[src/rtl/stepper_pkg.sv]
// stepper_pkg: shared state encoding, direction constants and default widths for the step planner.
package stepper_pkg;
    typedef enum logic [1:0] {IDLE, ACCEL, CRUISE, DECEL} state_t;
    localparam logic DIR_CW  = 1'b0;
    localparam logic DIR_CCW = 1'b1;
    localparam int DEF_STEP_W = 16;
    localparam int DEF_PER_W  = 16;
    localparam int DEF_POS_W  = 24;
endpackage

[src/rtl/stepper_step_timer.sv]
// stepper_step_timer: loadable period down-counter; expire is high while an armed count sits at zero.
module stepper_step_timer #(
    parameter int W = 16
) (
    input  logic         clk,
    input  logic         reset_low,
    input  logic         load,
    input  logic         clear,
    input  logic [W-1:0] value,
    output logic         expire
);
    logic [W-1:0] cnt;
    logic         run;

    assign expire = run && (cnt == '0);

    always_ff @(posedge clk or negedge reset_low) begin
        if (!reset_low) begin
            cnt <= '0;
            run <= 1'b0;
        end else if (clear) begin
            run <= 1'b0;
        end else if (load) begin
            cnt <= value;
            run <= 1'b1;
        end else if (expire) begin
            run <= 1'b0;
        end else if (run) begin
            cnt <= cnt - W'(1);
        end
    end
endmodule

[src/rtl/stepper_step_planner.sv]
// stepper_step_planner: trapezoidal step-rate planner; issues step strobes and tracks signed position.
module stepper_step_planner
    import stepper_pkg::*;
#(
    parameter int STEP_W       = DEF_STEP_W,
    parameter int PER_W        = DEF_PER_W,
    parameter int POS_W        = DEF_POS_W,
    parameter int START_PERIOD = 1000,
    parameter int RAMP_DEC     = 10,
    parameter int MIN_PERIOD   = 50
) (
    input  logic              clk,
    input  logic              reset_low,
    input  logic              cmd_valid,
    output logic              cmd_ready,
    input  logic              cmd_dir,
    input  logic [STEP_W-1:0] cmd_steps,
    input  logic [PER_W-1:0]  cmd_period,
    input  logic              abort,
    input  logic              hold_enable,
    output logic              step_pulse,
    output logic              direction,
    output logic              motor_enable,
    output logic              busy,
    output logic              done,
    output logic              aborted,
    output logic [POS_W-1:0]  position
);
    localparam int PW1 = PER_W + 1;
    localparam logic [PER_W-1:0] START_P = PER_W'(START_PERIOD);
    localparam logic [PER_W-1:0] MIN_P   = PER_W'(MIN_PERIOD);
    localparam logic [PER_W-1:0] RAMP_P  = PER_W'(RAMP_DEC);

    state_t            state, nxt_state;
    logic [STEP_W-1:0] remaining, accel_cnt, rem_next, nxt_accel;
    logic [PER_W-1:0]  cur_period, target, cur_up, cur_dn, nxt_period, t_lo, t_clamp, load_value;
    logic [PER_W:0]    up_sum;
    logic              accept, expire, fin, dec, acc, load, clear;

    assign busy         = state != IDLE;
    assign cmd_ready    = (state == IDLE) && !abort;
    assign motor_enable = busy || hold_enable;
    assign accept       = cmd_valid && cmd_ready;
    // abort beats a coincident expiry, so the strobe is masked combinationally
    assign step_pulse   = busy && expire && !abort;

    always_comb begin
        t_lo      = cmd_period < MIN_P ? MIN_P : cmd_period;
        t_clamp   = t_lo > START_P ? START_P : t_lo;
        rem_next  = remaining - STEP_W'(1);
        up_sum    = {1'b0, cur_period} + PW1'(RAMP_DEC);
        cur_up    = up_sum > PW1'(START_PERIOD) ? START_P : up_sum[PER_W-1:0];
        cur_dn    = ({1'b0, cur_period} > {1'b0, target} + PW1'(RAMP_DEC)) ? cur_period - RAMP_P : target;
        fin       = rem_next == '0;
        dec       = rem_next <= accel_cnt;
        acc       = cur_period > target;
        nxt_state = fin ? IDLE : dec ? DECEL : acc ? ACCEL : CRUISE;
        nxt_period = dec ? cur_up : acc ? cur_dn : cur_period;
        nxt_accel = (!dec && acc && accel_cnt != '1) ? accel_cnt + STEP_W'(1) : accel_cnt;
        load      = (accept && cmd_steps != '0) || (step_pulse && !fin);
        clear     = (busy && abort) || (step_pulse && fin);
        load_value = accept ? PER_W'(START_PERIOD - 1) : nxt_period - PER_W'(1);
    end

    stepper_step_timer #(.W(PER_W)) u_timer (
        .clk       (clk),
        .reset_low (reset_low),
        .load      (load),
        .clear     (clear),
        .value     (load_value),
        .expire    (expire)
    );

    always_ff @(posedge clk or negedge reset_low) begin
        if (!reset_low) begin
            state      <= IDLE;
            direction  <= DIR_CW;
            remaining  <= '0;
            accel_cnt  <= '0;
            cur_period <= '0;
            target     <= '0;
            done       <= 1'b0;
            aborted    <= 1'b0;
            position   <= '0;
        end else begin
            done    <= 1'b0;
            aborted <= 1'b0;
            if (accept) begin
                direction  <= cmd_dir;
                remaining  <= cmd_steps;
                accel_cnt  <= '0;
                cur_period <= START_P;
                target     <= t_clamp;
                if (cmd_steps == '0) done <= 1'b1;
                else state <= ACCEL;
            end else if (busy && abort) begin
                state   <= IDLE;
                aborted <= 1'b1;
            end else if (step_pulse) begin
                remaining  <= rem_next;
                position   <= position + (direction == DIR_CCW ? '1 : POS_W'(1));
                state      <= nxt_state;
                cur_period <= nxt_period;
                accel_cnt  <= nxt_accel;
                done       <= fin;
            end
        end
    end
endmodule

[config.mk]
export PLATFORM = sky130hd
export DESIGN_NAME = stepper_step_planner
export DESIGN_NICKNAME = d
export VERILOG_FILES = /design/src/rtl/stepper_pkg.sv /design/src/rtl/stepper_step_timer.sv /design/src/rtl/stepper_step_planner.sv
export SDC_FILE = /design/constraint.sdc
export NUM_CORES = 1
export LEC_CHECK = 0
export ABC_AREA = 1
export CORE_UTILIZATION = 55
export CTS_CLUSTER_SIZE = 24
export DETAILED_ROUTE_END_ITERATION = 12
export PLACE_DENSITY = 0.83
export SLEW_MARGIN = 5
export SYNTH_ARGS = -nofsm -noshare
export SYNTH_HDL_FRONTEND = slang
export SYNTH_SLANG_ARGS = --single-unit
export TNS_END_PERCENT = 30
[constraint.sdc]
create_clock -name clk -period 3.63 [get_ports clk]
set_input_delay 0.726 -clock clk [delete_from_list [all_inputs] [get_ports clk]]
set_output_delay 0.726 -clock clk [all_outputs]
set_load 0.05 [all_outputs]
# After elaboration in Yosys (flattened, before gate mapping)
# Cells that the tools add are included.
dict set report classes {
  addsub 8
  magnitude_cmp 6
  eq_ne 4
  mux 37
  bitwise 3
  reduce_logical 33
}
# operator count
set ops {}
lappend ops {{2-to-1 mux 16 bit} 20}
lappend ops {{zero test 16 bit} 3}
lappend ops {{subtractor 16 x 1 -> 16 bit, second input constant} 3}
lappend ops {{adder 16 x 4 -> 17 bit, second input constant} 2}
lappend ops {{adder 24 bit} 1}
lappend ops {{2-to-1 mux 24 bit} 1}
lappend ops {{greater-than comparator 16 x 17 -> 1 bit} 1}
lappend ops {{greater-than comparator 17 x 10 -> 1 bit, second input constant} 1}
lappend ops {{adder 16 x 1 -> 16 bit, second input constant} 1}
lappend ops {{greater-than comparator 16 x 10 -> 1 bit, second input constant} 1}
lappend ops {{greater-than comparator 16 bit} 1}
lappend ops {{<= comparator 16 bit} 1}
lappend ops {{less-than comparator 16 x 6 -> 1 bit, second input constant} 1}
lappend ops {{inequality test 16 bit, second input constant} 1}
lappend ops {{nonzero test 16 bit} 1}
lappend ops {{subtractor 16 x 4 -> 16 bit, second input constant} 1}
lappend ops {{2-to-1 mux 2 bit} 7}
lappend ops {{logical AND 1 bit} 11}
lappend ops {{2-to-1 mux 1 bit} 9}
lappend ops {{AND reduction 3 bit} 3}
lappend ops {{nonzero test 2 bit} 4}
lappend ops {{nonzero test 3 bit} 2}
lappend ops {{inequality test 2 bit, second input constant} 2}
lappend ops {{AND reduction 2 bit} 2}
lappend ops {{other kinds (5)} 11}
dict set report totals {
  ff_bits 110
  in_bits 38
  output_inout_bits 31
  word_cells 102
}

# Depth between registers and ports, before layout
dict set report logic_depth {
  word_depth 9
  depth_mapped 28
  ltp_nobuf 28
}

# Modules after synthesis
# Synthesis repeated with hierarchy kept, for this count alone.
dict set report hier_totals {
  cells_unflattened 1497
  hier_area_um2 10085.9
}
# module n_inst cells_per_inst area_each_um2 seq_area_each_um2
set modules_own_cells {}
lappend modules_own_cells {stepper_step_planner 1 1302 8871.0 2327.2}
lappend modules_own_cells {stepper_step_timer 1 195 1214.9 425.4}

# Worst setup path after synthesis
# Ideal clock, no wire load.
dict set report synth_path {
  path_type {register to register}
  startpoint {register target[1]}
  endpoint {register u_timer.cnt[14]}
  setup_time_ps 120
  t_arrival_ps 3707
  t_required_ps 3510
  setup_slack_ps -197
  stages_incl_launch_ff 26
  n_path_buf 0
  period_less_slack_ps 3827
  path_cell_list {dfrtp_1 ha_1 o21ai_0 nor3_1 nand3_1 nor2_1 nand4_1 nor3_1 xor2_1 ha_1 nand3_1 nor3_1 nand4_4 nand2_4 nand3_1 nand2_1 nor2_1 nor2_2 ha_1 nand4_1 nor2_1 nand2_1 nor2_1 nand3_1 nand3_1 a21oi_2}
}
dict set report synth_via {
  elab_chain_len 8
  word_cells_on_any_way 9
  cone_classes {add/sub (2); order compare (2); mux (5)}
}
# item line
set synth_lines {}
lappend synth_lines {{from (decl)} stepper_step_planner.sv:36} ;# logic [PER_W-1:0] cur_period, target, cur_up, cur_dn, nxt_period, t_lo, t_clamp, load_value;
lappend synth_lines {{from (signal assigned)} stepper_step_planner.sv:93} ;# target <= t_clamp;
lappend synth_lines {{adder 16 x 4 -> 17 bit} stepper_step_planner.sv:53} ;# cur_dn = ({1'b0, cur_period} > {1'b0, target} + PW1'(RAMP_DEC)) ? cur_period - RAMP_P : target;
lappend synth_lines {{greater-than comparator 16 x 17 -> 1 bit} stepper_step_planner.sv:53}
lappend synth_lines {{2-to-1 mux 16 bit} stepper_step_planner.sv:53}
lappend synth_lines {{2-to-1 mux 16 bit * (2 in series)} stepper_step_planner.sv:58} ;# nxt_period = dec ? cur_up : acc ? cur_dn : cur_period;
lappend synth_lines {{subtractor 16 x 1 -> 16 bit *} stepper_step_planner.sv:62} ;# load_value = accept ? PER_W'(START_PERIOD - 1) : nxt_period - PER_W'(1);
lappend synth_lines {{2-to-1 mux 16 bit *} stepper_step_planner.sv:62}
lappend synth_lines {{2-to-1 mux 16 bit *} stepper_step_timer.sv:23} ;# end else if (load) begin
lappend synth_lines {{to (signal assigned)} stepper_step_timer.sv:24} ;# cnt <= value;
lappend synth_lines {{to (signal assigned)} stepper_step_timer.sv:29} ;# cnt <= cnt - W'(1);
lappend synth_lines {{to (decl)} stepper_step_timer.sv:12} ;# logic [W-1:0] cnt;
# Mark *: on every way between the ends. The rest lies on a longest branch, timed or not.
# A chain may end at the register's enable or synchronous reset.

# Final worst setup path
dict set report layout_path {
  startpoint {register target[1]}
  endpoint {register u_timer.cnt[10]}
}
# The elaborated chain is that of the path after synthesis.

==> results.cfg <==
[synth]
synth_cell_types = 55
synthMuxAreaShare_pct = 0
synth_top_cell_area_share_pct = 27.73
synth_top_area_cell = dfrtp_1
synth_fa_ha_area_share_pct = 9.908
synth_edf_count = 0
syn_area_per_cell_um2 = 6.936
post-synth-top-count-cell = nand2_1
ys_ff_latch = 110
synthCells = 1431
yosysSeqAreaShare_pct = 27.73
netlist_top_cells_count = nand2_1 (306), inv_1 (186), nor2_1 (145)
synthSimpleGateAreaFrac_pct = 34.84
syn_area_mm2 = 0.009926
synth-async-reset-ratio_pct = 100.0
yosysWarnings = 0
synth_top_family_by_area = simple AND/OR/NAND/NOR gates
synth_xor_xnor_area_share_pct = 5.370
synth_area_leaders = dfrtp_1 (28%), nand2_1 (12%), ha_1 (9.7%)
syn_nets = 1547
synth_flop_cell = dfrtp_1
synth-compound-area-share_pct = 12.85

[pwr]
powerDensity_mw_per_mm2 = 936.1
vdd_drop_max_uv = 644.2
p_leak_nw = 5.923

[grt]
antenna_found_initial = 0
track_usage_pct = 30.42
grt_pass1_wl_mm = 45.04
grt_max_degree = 62
grt_pass1_vias = 9594
grt.overflow.total = 0

[sta]
drv_slew = 0
rsz0062_at_grt = true
layout_setup_ws_ps = -331.8
fmax_mhz = 252.4
slew_headroom_pct = 54.42
setup_viol = 18
clock_skew_ps = 7.564
min_period_ps = 3962
min_period_over_period_pct = 109.1
finalHoldViolCount = 0
tightest_slew_ps = 678.4

[critical_path]
crit_arrival_ps = 4220
critPathRequiredTime_ps = 3890
cp-startpoint = target[1]
crit-reg2reg-launch = target[1]
worstSetupPathType = reg2reg
cp_max_fo = 5
crit_path_end_kind = flip-flop
cp-start-kind = flip-flop

[clock_network]
clock_latency_ps = 370
ctsHoldBuffers = 0
clk_path_buf_depth = 2
cts_sinks = 110
path_clk_slew_ps = 80
cts_tree = done
htree_levels = 3
cts_root_buf = clkbuf_16
numCtsBuffers = 9

[placed_design]
port_buffers = 68
place_ws_ps = -217.8
place_congestion = 1.022
dp_cells = 1752
place_hpwl_mm = 20.59

[worst_hold_path]
hp-class = in2async

[floorplan]
initial_utilization_pct = 56.79
die-area_mm2 = 0.01859
coreArea_mm2 = 0.01748
die-height_um = 136.3
die_w_um = 136.3
rows = 48
ios = 69

[finish]
layout.nets = 1684
syn_to_final_growth_pct = 23.36
final_layout_size_suffix_gt1_share_pct = 18.44
nFillCells = 1301
diodes = 0
instances_no_fill = 1798

[outcome]
status = finished, violations left
violations = setup timing

[drt]
vias_per_cell = 5.905
drc = 0
drt-initial-drc-count = 1067
wirelength_mm = 29.49
ant_nets = 0
firstDrtPassIters = 7
wl_per_cell_um = 16.40
vias = 10620

[job]
cap_violations = 0
metrics by stage:
stage | total power, mW | utilization, % | TNS [ps] | hold slack, ps | cell area [um2]
after floorplan | 6.645 | - | -128.0 | 430.4 | 9955
after global placement | 8.234 | 64.23 | -127.4 | 450.8 | 11220
after detailed placement | 8.440 | 64.23 | -1784 | 462.2 | 11220
after CTS | 9.784 | 66.70 | -300.5 | 405.0 | 11660
after global routing | 12.25 | 70.06 | -7786 | 436.0 | 12240
final | 11.46 | 70.06 | -1973 | 381.7 | 12240
power breakdown:
group | switching [mW] | internal [mW] | total, mW
Clock | 0.504 | 0.558 | 1.06
Combinational | 5.25 | 3.25 | 8.50
Sequential | 0.372 | 1.53 | 1.90
final timing paths:
kind                       slack [ps]         endpoint  cells past startpoint
setup / recovery                 -330  u_timer.cnt[10]                     27
hold / removal                    380     accel_cnt[2]                      1
setup reg to reg                 -330  u_timer.cnt[10]                     27
hold reg to reg                   480       target[15]                      2
max in group asynchronous        2480  u_timer.cnt[13]                      2
min in group clk                  480       target[15]                      2
routing by layer:
layer	track usage (%)	vias to the layer above	wire length, um
li1	-	5003	-
met1	39.00	4980	12130
met2	52.54	517	14360
met3	3.617	118	1951
met4	10.68	0	1051
met5	0	-	0
logic make-up after synthesis:
group | count (synthesis)
AOI/OAI and AO/OA | 224
xor gates and xnor gates | 60
adders and majority gates | 78
buffers and inverters | 234
DFF | 110
and+or+nand+nor | 725
final cells by class:
type	count	area (um2)	area share, %
Sequential cell	110	2753	22.48
Tap cell	225	281.5	2.299
Clock inverter	6	68.82	0.5620
Timing Repair Buffer	158	1420	11.60
Clock buffer	10	239.0	1.952
Multi-Input combinational cell	1087	6721	54.89
Inverter	202	760.7	6.213
critical path: stages, from the launching register on:
cell,delay (ps)
dfrtp_1,360
ha_2,210
o21ai_4,70
nor3_4,200
nand3_2,120
nor2_2,140
nand4_1,150
buf_4,180
xor2_1,150
ha_1,290
nand3_2,120
inv_1,80
nand2_1,50
nand2_1,70
nand2_2,70
nand2_4,120
nand2_8,80
a21oi_4,140
nor2_2,70
nor2_2,120
ha_2,200
nand4_1,140
nor2_2,200
nand2_2,90
nor2_2,130
nand2_1,110
nand3_1,100
a21oi_1,70
state kept, by name, indices dropped and copies added (netlist names):
| register | flops |
|---|---|
| accel_cnt | 16 |
| state | 2 |
| remaining | 16 |
| done | 1 |
| direction | 1 |
| position | 24 |
| u_timer.cnt | 16 |
| cur_period | 16 |
| u_timer.run | 1 |
| target | 16 |
| aborted | 1 |
layout by cell type (no fill, tap or decap), types with 53 or more instances in the layout:
cell type,count
nand2_1,297
nor2_1,132
nand3_1,91
ha_1,72
dfrtp_1,110
inv_1,182
clkdlybuf4s50_1,66
a21oi_1,73
o21ai_0,53
buf_4,83
timing repair:
item / CTS / global route
gates resized for setup: 18 / 88
hold endpoints to repair: 0 / 0
pin swaps: 16 / 44
setup endpoints to repair: 17 / 37
setup buffers: 6 / 24
gates cloned: 0 / 1
Power figures use the tool's default switching activity.
